$ cat config.mk
export PLATFORM = sky130hd
export DESIGN_NAME = instr_sequencer_flat
export DESIGN_NICKNAME = d
export VERILOG_FILES = /design/src/rtl/instr_sequencer_pkg.sv /design/src/rtl/instr_sequencer_if.sv /design/src/rtl/instr_sequencer_cond_eval.sv /design/src/rtl/instr_sequencer.sv /design/src/flat_wrapper.sv
export SDC_FILE = /design/constraint.sdc
export NUM_CORES = 1
export LEC_CHECK = 0
export CORE_MARGIN = 4
export CORE_UTILIZATION = 32
export CTS_CLUSTER_DIAMETER = 30
export DETAILED_ROUTE_END_ITERATION = 8
export PLACE_DENSITY_LB_ADDON = 0.25
export SYNTH_ARGS = -nofsm -noshare
export SYNTH_HDL_FRONTEND = slang
export SYNTH_SLANG_ARGS = --single-unit
$ cat constraint.sdc
create_clock -name CLK -period 2.1 [get_ports CLK]
set_input_delay 0.42 -clock CLK [delete_from_list [all_inputs] [get_ports CLK]]
set_output_delay 0.42 -clock CLK [all_outputs]
set_load 0.01 [all_outputs]
$ cat src/rtl/instr_sequencer_pkg.sv
// Shared definitions for the instruction sequencer: opcode set, ALU function
// encodings, FSM state encoding and small opcode classification helpers.
package instr_sequencer_pkg;

  // Opcode nibble carried in the upper half of each instruction byte
  typedef enum logic [3:0] {
    OP_NOP   = 4'h0,
    OP_LIT   = 4'h1,
    OP_IN    = 4'h2,
    OP_ADDI  = 4'h3,
    OP_SUBI  = 4'h4,
    OP_CMPI  = 4'h5,
    OP_NANDI = 4'h6,
    OP_OUT   = 4'h7,
    OP_JMP   = 4'h8,
    OP_JC    = 4'h9,
    OP_JNC   = 4'hA,
    OP_JZ    = 4'hB,
    OP_JNZ   = 4'hC,
    OP_RSV_D = 4'hD,
    OP_RSV_E = 4'hE,
    OP_HALT  = 4'hF
  } opcode_t;

  // ALU function select values
  localparam logic [2:0] ALU_PASS_BUS = 3'b000;
  localparam logic [2:0] ALU_SUB      = 3'b001;
  localparam logic [2:0] ALU_PASS_ACC = 3'b010;
  localparam logic [2:0] ALU_ADD      = 3'b011;
  localparam logic [2:0] ALU_NAND     = 3'b100;

  // Sequencer FSM state encoding
  localparam logic [2:0] ST_INIT  = 3'd0;
  localparam logic [2:0] ST_FETCH = 3'd1;
  localparam logic [2:0] ST_EXEC  = 3'd2;
  localparam logic [2:0] ST_JADDR = 3'd3;
  localparam logic [2:0] ST_HALT  = 3'd4;

  // Opcodes that are followed by a low-address byte
  function automatic logic is_jump(input logic [3:0] op);
    return (op >= OP_JMP) && (op <= OP_JNZ);
  endfunction

  // Opcodes whose EXEC cycle captures the ALU carry/zero outputs
  function automatic logic sets_flags(input logic [3:0] op);
    return (op == OP_ADDI) || (op == OP_SUBI) || (op == OP_CMPI);
  endfunction

endpackage

$ cat src/rtl/instr_sequencer_if.sv
// Control/status bundle between the sequencer and the datapath it steers.
// The master side is the sequencer; the slave side is the datapath.
interface instr_sequencer_if;
  logic [3:0]  INSTR;
  logic [3:0]  OPER;
  logic [7:0]  PROG_DATA;
  logic        C_IN;
  logic        Z_IN;
  logic        PC_INC;
  logic        PC_LOAD;
  logic [11:0] PC_ADDR;
  logic        FETCH_EN;
  logic        ACC_EN;
  logic [2:0]  ALU_SEL;
  logic        BUS_IN_EN;
  logic        BUS_OUT_EN;
  logic        IN_SEL;
  logic        OUT_EN;
  logic        C_FLAG;
  logic        Z_FLAG;
  logic        HALTED;

  modport master (
    input  INSTR, OPER, PROG_DATA, C_IN, Z_IN,
    output PC_INC, PC_LOAD, PC_ADDR, FETCH_EN, ACC_EN, ALU_SEL,
           BUS_IN_EN, BUS_OUT_EN, IN_SEL, OUT_EN, C_FLAG, Z_FLAG, HALTED
  );

  modport slave (
    output INSTR, OPER, PROG_DATA, C_IN, Z_IN,
    input  PC_INC, PC_LOAD, PC_ADDR, FETCH_EN, ACC_EN, ALU_SEL,
           BUS_IN_EN, BUS_OUT_EN, IN_SEL, OUT_EN, C_FLAG, Z_FLAG, HALTED
  );
endinterface

$ cat src/rtl/instr_sequencer_cond_eval.sv
// Jump condition evaluation: decides whether a jump opcode is taken given the
// registered carry and zero flags. Non-jump opcodes are never taken.
module cond_eval
  import instr_sequencer_pkg::*;
(
  input  logic [3:0] op,
  input  logic       c_flag,
  input  logic       z_flag,
  output logic       take
);

  // Condition decode per jump opcode
  always_comb begin
    take = 1'b0;
    case (op)
      OP_JMP:  take = 1'b1;
      OP_JC:   take = c_flag;
      OP_JNC:  take = ~c_flag;
      OP_JZ:   take = z_flag;
      OP_JNZ:  take = ~z_flag;
      default: take = 1'b0;
    endcase
  end

endmodule

$ cat src/rtl/instr_sequencer.sv
// Instruction sequencer for a small 4-bit accumulator machine. Walks the
// INIT -> FETCH -> EXEC (-> JADDR) cycle, decodes the fetched opcode into
// datapath strobes and keeps the carry/zero flags used by conditional jumps.
module instr_sequencer
  import instr_sequencer_pkg::*;
#(
  parameter logic [11:0] RESET_VECTOR = 12'h000
) (
  input  logic               CLK,
  input  logic               RST,
  instr_sequencer_if.master  io
);

  logic [2:0]  state;
  logic [2:0]  state_next;
  logic        c_flag;
  logic        z_flag;
  logic        take;
  opcode_t     op;

  logic        pc_inc;
  logic        pc_load;
  logic [11:0] pc_addr;
  logic        fetch_en;
  logic        acc_en;
  logic [2:0]  alu_sel;
  logic        bus_in_en;
  logic        bus_out_en;
  logic        in_sel;
  logic        out_en;

  // The fetch register holds the opcode through EXEC and JADDR
  assign op = opcode_t'(io.INSTR);

  cond_eval u_cond_eval (
    .op     (io.INSTR),
    .c_flag (c_flag),
    .z_flag (z_flag),
    .take   (take)
  );

  // State register; reset forces INIT so the first cycle after release loads the PC
  always_ff @(posedge CLK or negedge RST) begin
    if (!RST) begin
      state <= ST_INIT;
    end else begin
      state <= state_next;
    end
  end

  // Flag register; only arithmetic/compare opcodes update it at the end of EXEC
  always_ff @(posedge CLK or negedge RST) begin
    if (!RST) begin
      c_flag <= 1'b0;
      z_flag <= 1'b0;
    end else if (state == ST_EXEC && sets_flags(io.INSTR)) begin
      c_flag <= io.C_IN;
      z_flag <= io.Z_IN;
    end
  end

  // Next-state selection
  always_comb begin
    state_next = ST_INIT;
    case (state)
      ST_INIT:  state_next = ST_FETCH;
      ST_FETCH: state_next = ST_EXEC;
      ST_EXEC: begin
        if (op == OP_HALT) begin
          state_next = ST_HALT;
        end else if (is_jump(io.INSTR)) begin
          state_next = ST_JADDR;
        end else begin
          state_next = ST_FETCH;
        end
      end
      ST_JADDR: state_next = ST_FETCH;
      ST_HALT:  state_next = ST_HALT;
      default:  state_next = ST_INIT;
    endcase
  end

  // Strobe decode from state and opcode; everything is held quiet while in reset
  always_comb begin
    pc_inc     = 1'b0;
    pc_load    = 1'b0;
    pc_addr    = '0;
    fetch_en   = 1'b0;
    acc_en     = 1'b0;
    alu_sel    = ALU_PASS_BUS;
    bus_in_en  = 1'b0;
    bus_out_en = 1'b0;
    in_sel     = 1'b0;
    out_en     = 1'b0;
    if (RST) begin
      case (state)
        ST_INIT: begin
          pc_load = 1'b1;
          pc_addr = RESET_VECTOR;
        end
        ST_FETCH: begin
          fetch_en = 1'b1;
          pc_inc   = 1'b1;
        end
        ST_EXEC: begin
          case (op)
            OP_LIT: begin
              bus_in_en = 1'b1;
              alu_sel   = ALU_PASS_BUS;
              acc_en    = 1'b1;
            end
            OP_IN: begin
              bus_in_en = 1'b1;
              in_sel    = 1'b1;
              alu_sel   = ALU_PASS_BUS;
              acc_en    = 1'b1;
            end
            OP_ADDI: begin
              bus_in_en = 1'b1;
              alu_sel   = ALU_ADD;
              acc_en    = 1'b1;
            end
            OP_SUBI: begin
              bus_in_en = 1'b1;
              alu_sel   = ALU_SUB;
              acc_en    = 1'b1;
            end
            OP_CMPI: begin
              bus_in_en = 1'b1;
              alu_sel   = ALU_SUB;
            end
            OP_NANDI: begin
              bus_in_en = 1'b1;
              alu_sel   = ALU_NAND;
              acc_en    = 1'b1;
            end
            OP_OUT: begin
              alu_sel    = ALU_PASS_ACC;
              bus_out_en = 1'b1;
              out_en     = 1'b1;
            end
            default: begin
            end
          endcase
        end
        ST_JADDR: begin
          // PC already points at the address byte; a skipped jump steps over it
          if (take) begin
            pc_load = 1'b1;
            pc_addr = {io.OPER, io.PROG_DATA};
          end else begin
            pc_inc = 1'b1;
          end
        end
        default: begin
        end
      endcase
    end
  end

  assign io.PC_INC     = pc_inc;
  assign io.PC_LOAD    = pc_load;
  assign io.PC_ADDR    = pc_addr;
  assign io.FETCH_EN   = fetch_en;
  assign io.ACC_EN     = acc_en;
  assign io.ALU_SEL    = alu_sel;
  assign io.BUS_IN_EN  = bus_in_en;
  assign io.BUS_OUT_EN = bus_out_en;
  assign io.IN_SEL     = in_sel;
  assign io.OUT_EN     = out_en;
  assign io.C_FLAG     = c_flag;
  assign io.Z_FLAG     = z_flag;
  assign io.HALTED     = RST && (state == ST_HALT);

endmodule
$ cat src/flat_wrapper.sv
// flat-port wrapper written by rule: the top's interface ports become plain ports
module instr_sequencer_flat import instr_sequencer_pkg::*;
#(
  parameter logic [11:0] RESET_VECTOR = 12'h000
)
  (CLK, RST, io_INSTR, io_OPER, io_PROG_DATA, io_C_IN, io_Z_IN, io_PC_INC, io_PC_LOAD, io_PC_ADDR, io_FETCH_EN, io_ACC_EN, io_ALU_SEL, io_BUS_IN_EN, io_BUS_OUT_EN, io_IN_SEL, io_OUT_EN, io_C_FLAG, io_Z_FLAG, io_HALTED);
  instr_sequencer_if io_i ();
  input  logic CLK;
  input  logic RST;
  input wire logic [$bits(io_i.INSTR)-1:0] io_INSTR;
  input wire logic [$bits(io_i.OPER)-1:0] io_OPER;
  input wire logic [$bits(io_i.PROG_DATA)-1:0] io_PROG_DATA;
  input wire logic [$bits(io_i.C_IN)-1:0] io_C_IN;
  input wire logic [$bits(io_i.Z_IN)-1:0] io_Z_IN;
  output wire logic [$bits(io_i.PC_INC)-1:0] io_PC_INC;
  output wire logic [$bits(io_i.PC_LOAD)-1:0] io_PC_LOAD;
  output wire logic [$bits(io_i.PC_ADDR)-1:0] io_PC_ADDR;
  output wire logic [$bits(io_i.FETCH_EN)-1:0] io_FETCH_EN;
  output wire logic [$bits(io_i.ACC_EN)-1:0] io_ACC_EN;
  output wire logic [$bits(io_i.ALU_SEL)-1:0] io_ALU_SEL;
  output wire logic [$bits(io_i.BUS_IN_EN)-1:0] io_BUS_IN_EN;
  output wire logic [$bits(io_i.BUS_OUT_EN)-1:0] io_BUS_OUT_EN;
  output wire logic [$bits(io_i.IN_SEL)-1:0] io_IN_SEL;
  output wire logic [$bits(io_i.OUT_EN)-1:0] io_OUT_EN;
  output wire logic [$bits(io_i.C_FLAG)-1:0] io_C_FLAG;
  output wire logic [$bits(io_i.Z_FLAG)-1:0] io_Z_FLAG;
  output wire logic [$bits(io_i.HALTED)-1:0] io_HALTED;
  assign io_i.INSTR = io_INSTR;
  assign io_i.OPER = io_OPER;
  assign io_i.PROG_DATA = io_PROG_DATA;
  assign io_i.C_IN = io_C_IN;
  assign io_i.Z_IN = io_Z_IN;
  assign io_PC_INC = io_i.PC_INC;
  assign io_PC_LOAD = io_i.PC_LOAD;
  assign io_PC_ADDR = io_i.PC_ADDR;
  assign io_FETCH_EN = io_i.FETCH_EN;
  assign io_ACC_EN = io_i.ACC_EN;
  assign io_ALU_SEL = io_i.ALU_SEL;
  assign io_BUS_IN_EN = io_i.BUS_IN_EN;
  assign io_BUS_OUT_EN = io_i.BUS_OUT_EN;
  assign io_IN_SEL = io_i.IN_SEL;
  assign io_OUT_EN = io_i.OUT_EN;
  assign io_C_FLAG = io_i.C_FLAG;
  assign io_Z_FLAG = io_i.Z_FLAG;
  assign io_HALTED = io_i.HALTED;
  instr_sequencer #(.RESET_VECTOR(RESET_VECTOR)) u_core (.CLK(CLK), .RST(RST), .io(io_i));
endmodule
# After elaboration in Yosys (flattened, before gate mapping)
# Index checks and enable logic that the tools add are counted.
# W data, S select, Z words.
totals:
  out_inout_bits: 26
  wordCells: 64
  n_memories: 0
  latch_bits: 0
  reg_bits: 5
  ramBits: 0
  rom_bits: 0
op_classes:
  shift: 0
  n_bitwise: 2
  eq_ne: 17
  reduce_logical: 10
  magnitude_cmp: 2
  mul: 0
  muxes: 30
  div: 0
  addsub: 0
ops:
  columns: ["cell", "n"]
  rows:
  - ["$mux W12", 3]
  - ["$eq A4 B4 Y1 const B", 6]
  - ["$pmux W3 S4", 2]
  - ["$mux W1", 18]
  - ["$eq A4 B3 Y1 const B", 4]
  - ["$mux W3", 3]
  - ["$eq A4 B2 Y1 const B", 2]
  - ["$eq A3 B2 Y1 const B", 2]
  - ["$reduce_or A6 Y1", 1]
  - ["$pmux W1 S5", 1]
  - ["$reduce_or A5 Y1", 1]
  - ["$eq A4 B1 Y1 const B", 1]
  - ["$ge A4 B4 Y1 const B", 1]
  - ["$le A4 B4 Y1 const B", 1]
  - ["$pmux W1 S2", 2]
  - ["$reduce_or A2 Y1", 2]
  - ["$eq A3 B1 Y1 const B", 1]
  - ["$eq A3 B3 Y1 const B", 1]
  - ["$logic_and A1 B1 Y1", 3]
  - ["$logic_not A3 Y1", 1]
  - ["$logic_or A1 B1 Y1", 2]
  - ["$mux W2", 1]
  - ["$not A1 Y1", 2]

# Depth between registers and ports, before layout
depth:
  word_depth: 5
  depth_mapped: 5

# Hierarchy
# From an unflattened synthesis, not the netlist that was laid out.
unflattened:
  hier_cells: 74
  area_unflattened_um2: 563.0
by_module_without_submodules:
  columns: ["mod", "area_each_um2", "seq_area_each_um2", "instances", "cells_per_inst"]
  rows:
  - ["instr_sequencer", 521.8, 125.1, 1, 67]
  - ["cond_eval", 41.3, 0.0, 1, 7]

# Worst setup path after synthesis
# No wires, ideal clock.
synth_path:
  path_type: "input port to output port"
  startpoint: "in io_INSTR[0]"
  endpoint: "out io_PC_ADDR[0]"
  path_buffers: 2
  arrival_time_ns: 1.384
  slack_ns: 0.296
  path_stages: 5
  path_cell_list: "buf_2 and4b_1 a211oi_2 buf_2 nor3_1"
synth_via:
  elab_chain_cells: 5
  word_cells_on_any_way: 9
  cone_classes: "eq/ne (5); mux (4)"
synth_rtl:
  columns: ["element", "line_no", "text"]
  rows:
  - ["start, declared", "flat_wrapper.sv:10", "input wire logic [$bits(io_i.INSTR)-1:0] io_INSTR;"]
  - ["$eq A4 B4 Y1", "instr_sequencer_cond_eval.sv:15", "case (op)"]
  - ["$pmux W1 S5 (*)", "instr_sequencer_cond_eval.sv:15", null]
  - ["$mux W12 (*)", "instr_sequencer.sv:148", "if (take) begin"]
  - ["$mux W12 (*)", "instr_sequencer.sv:96", "case (state)"]
  - ["$mux W12 (*)", "instr_sequencer.sv:95", "if (RST) begin"]
  - ["end, declared", "flat_wrapper.sv:17", "output wire logic [$bits(io_i.PC_ADDR)-1:0] io_PC_ADDR;"]
# Mark *: on every way between the ends. The rest lies on a longest branch, timed or not.

# Worst setup path in the final report
layout_path:
  startpoint: "in io_INSTR[1]"
  endpoint: "out io_PC_LOAD"
layout_via:
  elab_chain_cells: 5
  word_cells_on_any_way: 9
  cone_classes: "eq/ne (5); mux (4)"
layout_rtl:
  columns: ["element", "line_no", "text"]
  rows:
  - ["$eq A4 B4 Y1", "instr_sequencer_cond_eval.sv:15", null]
  - ["$pmux W1 S5 (*)", "instr_sequencer_cond_eval.sv:15", null]
  - ["$mux W1 (*)", "instr_sequencer.sv:148", null]
  - ["$pmux W1 S2 (*)", "instr_sequencer.sv:96", null]
  - ["$mux W1 (*)", "instr_sequencer.sv:95", null]
  - ["end, declared", "flat_wrapper.sv:16", "output wire logic [$bits(io_i.PC_LOAD)-1:0] io_PC_LOAD;"]
# Marked as above.

==> metrics.csv <==
metric;value;unit
Pint;502;uW
CTS sink count;5;
die height;49.9;um
DRT iter0 DRCs;6;
Synth cell types;30;
Tcrit/Tclk final;0.931;
CP Max Fanout;7;
Worst Setup End Kind;output port;
Initial DRT Pass Iterations;4;
relative slew slack;0.804;
io pins;46;
DRT antenna net count;0;
Avg Cell Area, Syn;6.92;um^2
layout cells sized above 1;0.424;
Power Density;717;nW/um^2
R2R depth;4;
Post-synth EDFFs;0;
data required time of the critical path;1.68;ns
CTS tree;done;
initial antenna violation count;0;
Seq/Total Area, Yosys;0.223;
RSZ-0062 raised after global routing;no;
largest net degree at the start of global routing;14;
Sw Share;0.388;
Critical path buffers and inverters;3;
area share of the largest cell type after synthesis;0.223;
CP max-delay cell;dlygate4sd2_1;
Pwr Total;821;uW
number of port buffers;45;
CTS Hold Buffers Added;0;
Core ar.;1580;um^2
Fin Setup TNS;0;ns
clk_lat worst skew;0.24;ns
Clock transition at path regs;0.04;ns
area leader, netlist;dfrtp_1;
fin crit period;1.96;ns
die span in x;49.9;um
Seq pwr share;0.202;
Mapped Nets;101;
antenna cells;0;
leakage power;0.551;nW
ys async rst share;1.00;
GRT Total Usage;0.172;
clock group share of total power;0.131;
met2 Usage GRT;0.302;
Final #Nets;165;
first-pass GRT wire length;3.35;mm
WS Path Type;in2out;
Num CTS Buffers;3;
Die ar.;2490;um^2
top_reg_cell synth;dfrtp_1;
worst-margin pin slew;0.292;ns
number of fill cells;125;
clock buffer depth;2;
CTS H-tree depth;1;
fmax;0.511;GHz
wire per inst;12.8;um
synthesized area;561;um^2
CP max stage delay;0.27;ns
final hold vios;0;
Comb pwr share;0.667;
vias per cell;4.97;
Final HPWL DP;1.61;mm
R2R Setup Slk;0.41;ns
worst min path class;in2async;
number of max-cap violations;0;
Initial Util;0.356;
Peak VDD IR;0.000787;V
Register Area;125;um^2
Yosys warnings;0;
crit-path cells;dlygate4sd2_1 > o22ai_1 > a211oi_2 > buf_6 > o31ai_1 > buf_2;
Root Buffer;clkbuf_4;
global-route met1 utilization;0.201;
top-count cell post-synth;nand2_1;
met3 Use GR;0.0361;
area grow syn2layout;104;%
Critical Path AT;1.54;ns
WL final;2.05;mm
vias in the first global route;740;
final setup vio count;0;
post-synthesis register bit count;5;
Mapped Cells;81;
Crit. path cell count;6;
Final GP Congestion;0.849;
sw power;318;uW
synth top area cells;dfrtp_1 (22%), nor3_1 (13%), nand2_1 (12%);
multi-input logic area;440;um^2
Synth top cells by count;nand2_1 (18), nor3_1 (15), dfrtp_1 (5), nor2_1 (5), buf_2 (4);
status;finished clean;
GRT busiest layer;met2;
Rows;14;
CP delay by family, top;buffers and inverters;
via count;795;
CP Launch Type;input pin;
total grt overflow;0;
Final Slew Violations;0;
Post-route DRC;0;
Worst Skew;0.00253;ns
==> layout make-up <==
class	instances	share of cell area
inverters	1	0.00328
clock buffers	4	0.0230
multi-input cells	67	0.385
flip-flops and latches	5	0.109
repair buffers	67	0.462
well taps	16	0.0175
==> flip-flops by register name (all words and copies together) (netlist names) <==
| register | count |
|---|---|
| u_core.io.C_FLAG | 1 |
| u_core.state | 3 |
| u_core.io.Z_FLAG | 1 |
==> power groups by stage <==
| stage | registers (mW) | clock network (mW) | logic (mW) |
|---|---|---|---|
| after floorplan | 0.174 | 0 | 0.254 |
| after CTS | 0.167 | 0.113 | 0.542 |
| after global routing | 0.175 | 0.119 | 0.595 |
| after detailed placement | 0.167 | 0 | 0.532 |
| final | 0.166 | 0.107 | 0.547 |
| after global placement | 0.164 | 0 | 0.518 |
==> metal layers <==
layer,routed length [um],share of wire
met1,853,0.42
met2,1060,0.52
met3,109,0.053
met4,33,0.016
met5,0,0
==> worst reg2reg max path, delay by kind of cell (launching register included) <==
kind	cells	cell delay [ns]
and+or+nand+nor	1	0.51
DFF	1	0.40
muxes	1	0.34
buffers and inverters	1	0.16
AOI/OAI and AO/OA	1	0.15
==> worst paths after layout <==
check | endpoint | from
max reg2reg | u_core.io.Z_FLAG | u_core.state[0]
min reg2reg | u_core.io.C_FLAG | u_core.io.C_FLAG
max in group asynchronous | u_core.io.Z_FLAG | RST
max | io_PC_LOAD | io_INSTR[1]
min in group CLK | u_core.io.C_FLAG | u_core.io.C_FLAG
min | u_core.state[2] | RST
==> per-stage QoR <==
stage / utilization / cell area [um^2] / instances / worst slack, ns / hold WS (ns)
after global routing: 0.726 / 1140 / 160 / 0.0419 / 0.167
after global placement: 0.723 / 1140 / 153 / -0.543 / 0.539
after CTS: 0.722 / 1140 / 160 / -0.00525 / 0.510
after detailed placement: 0.723 / 1140 / 153 / -0.558 / 0.557
after floorplan: - / 561 / 81 / 0.296 / 0.124
final: 0.726 / 1140 / 160 / 0.145 / 0.149
==> placed cells by master (no fill, tap or decap), types with 2 or more instances in the layout <==
| master | n |
|---|---|
| buf_2 | 17 |
| nor3b_2 | 2 |
| dlygate4sd2_1 | 6 |
| nor3_2 | 3 |
| buf_4 | 18 |
| nor3_1 | 12 |
| buf_6 | 3 |
| a21oi_1 | 3 |
| clkbuf_2 | 4 |
| mux2_1 | 2 |
| and3b_2 | 2 |
| clkbuf_4 | 3 |
| dfrtp_1 | 5 |
| nor2_1 | 4 |
| clkdlybuf4s50_1 | 16 |
| a211oi_2 | 2 |
| nand2b_1 | 2 |
| nand2_1 | 17 |
==> repair_timing <==
action                                  CTS  global route
cloned                                    1             0
buffers inserted                          2             0
endpoints found under the setup margin   24            13
hold endpoints to repair                  0             0
gates resized for setup                  96            13
pin swaps                                 1             0
==> kinds of logic after synthesis <==
family,after synthesis,synth area share
and+or+nand+nor,54,0.509
buffers and inverters,9,0.0893
AOI/OAI and AO/OA,11,0.138
muxes,2,0.0402
DFF,5,0.223
Power figures use the tool's default switching activity.
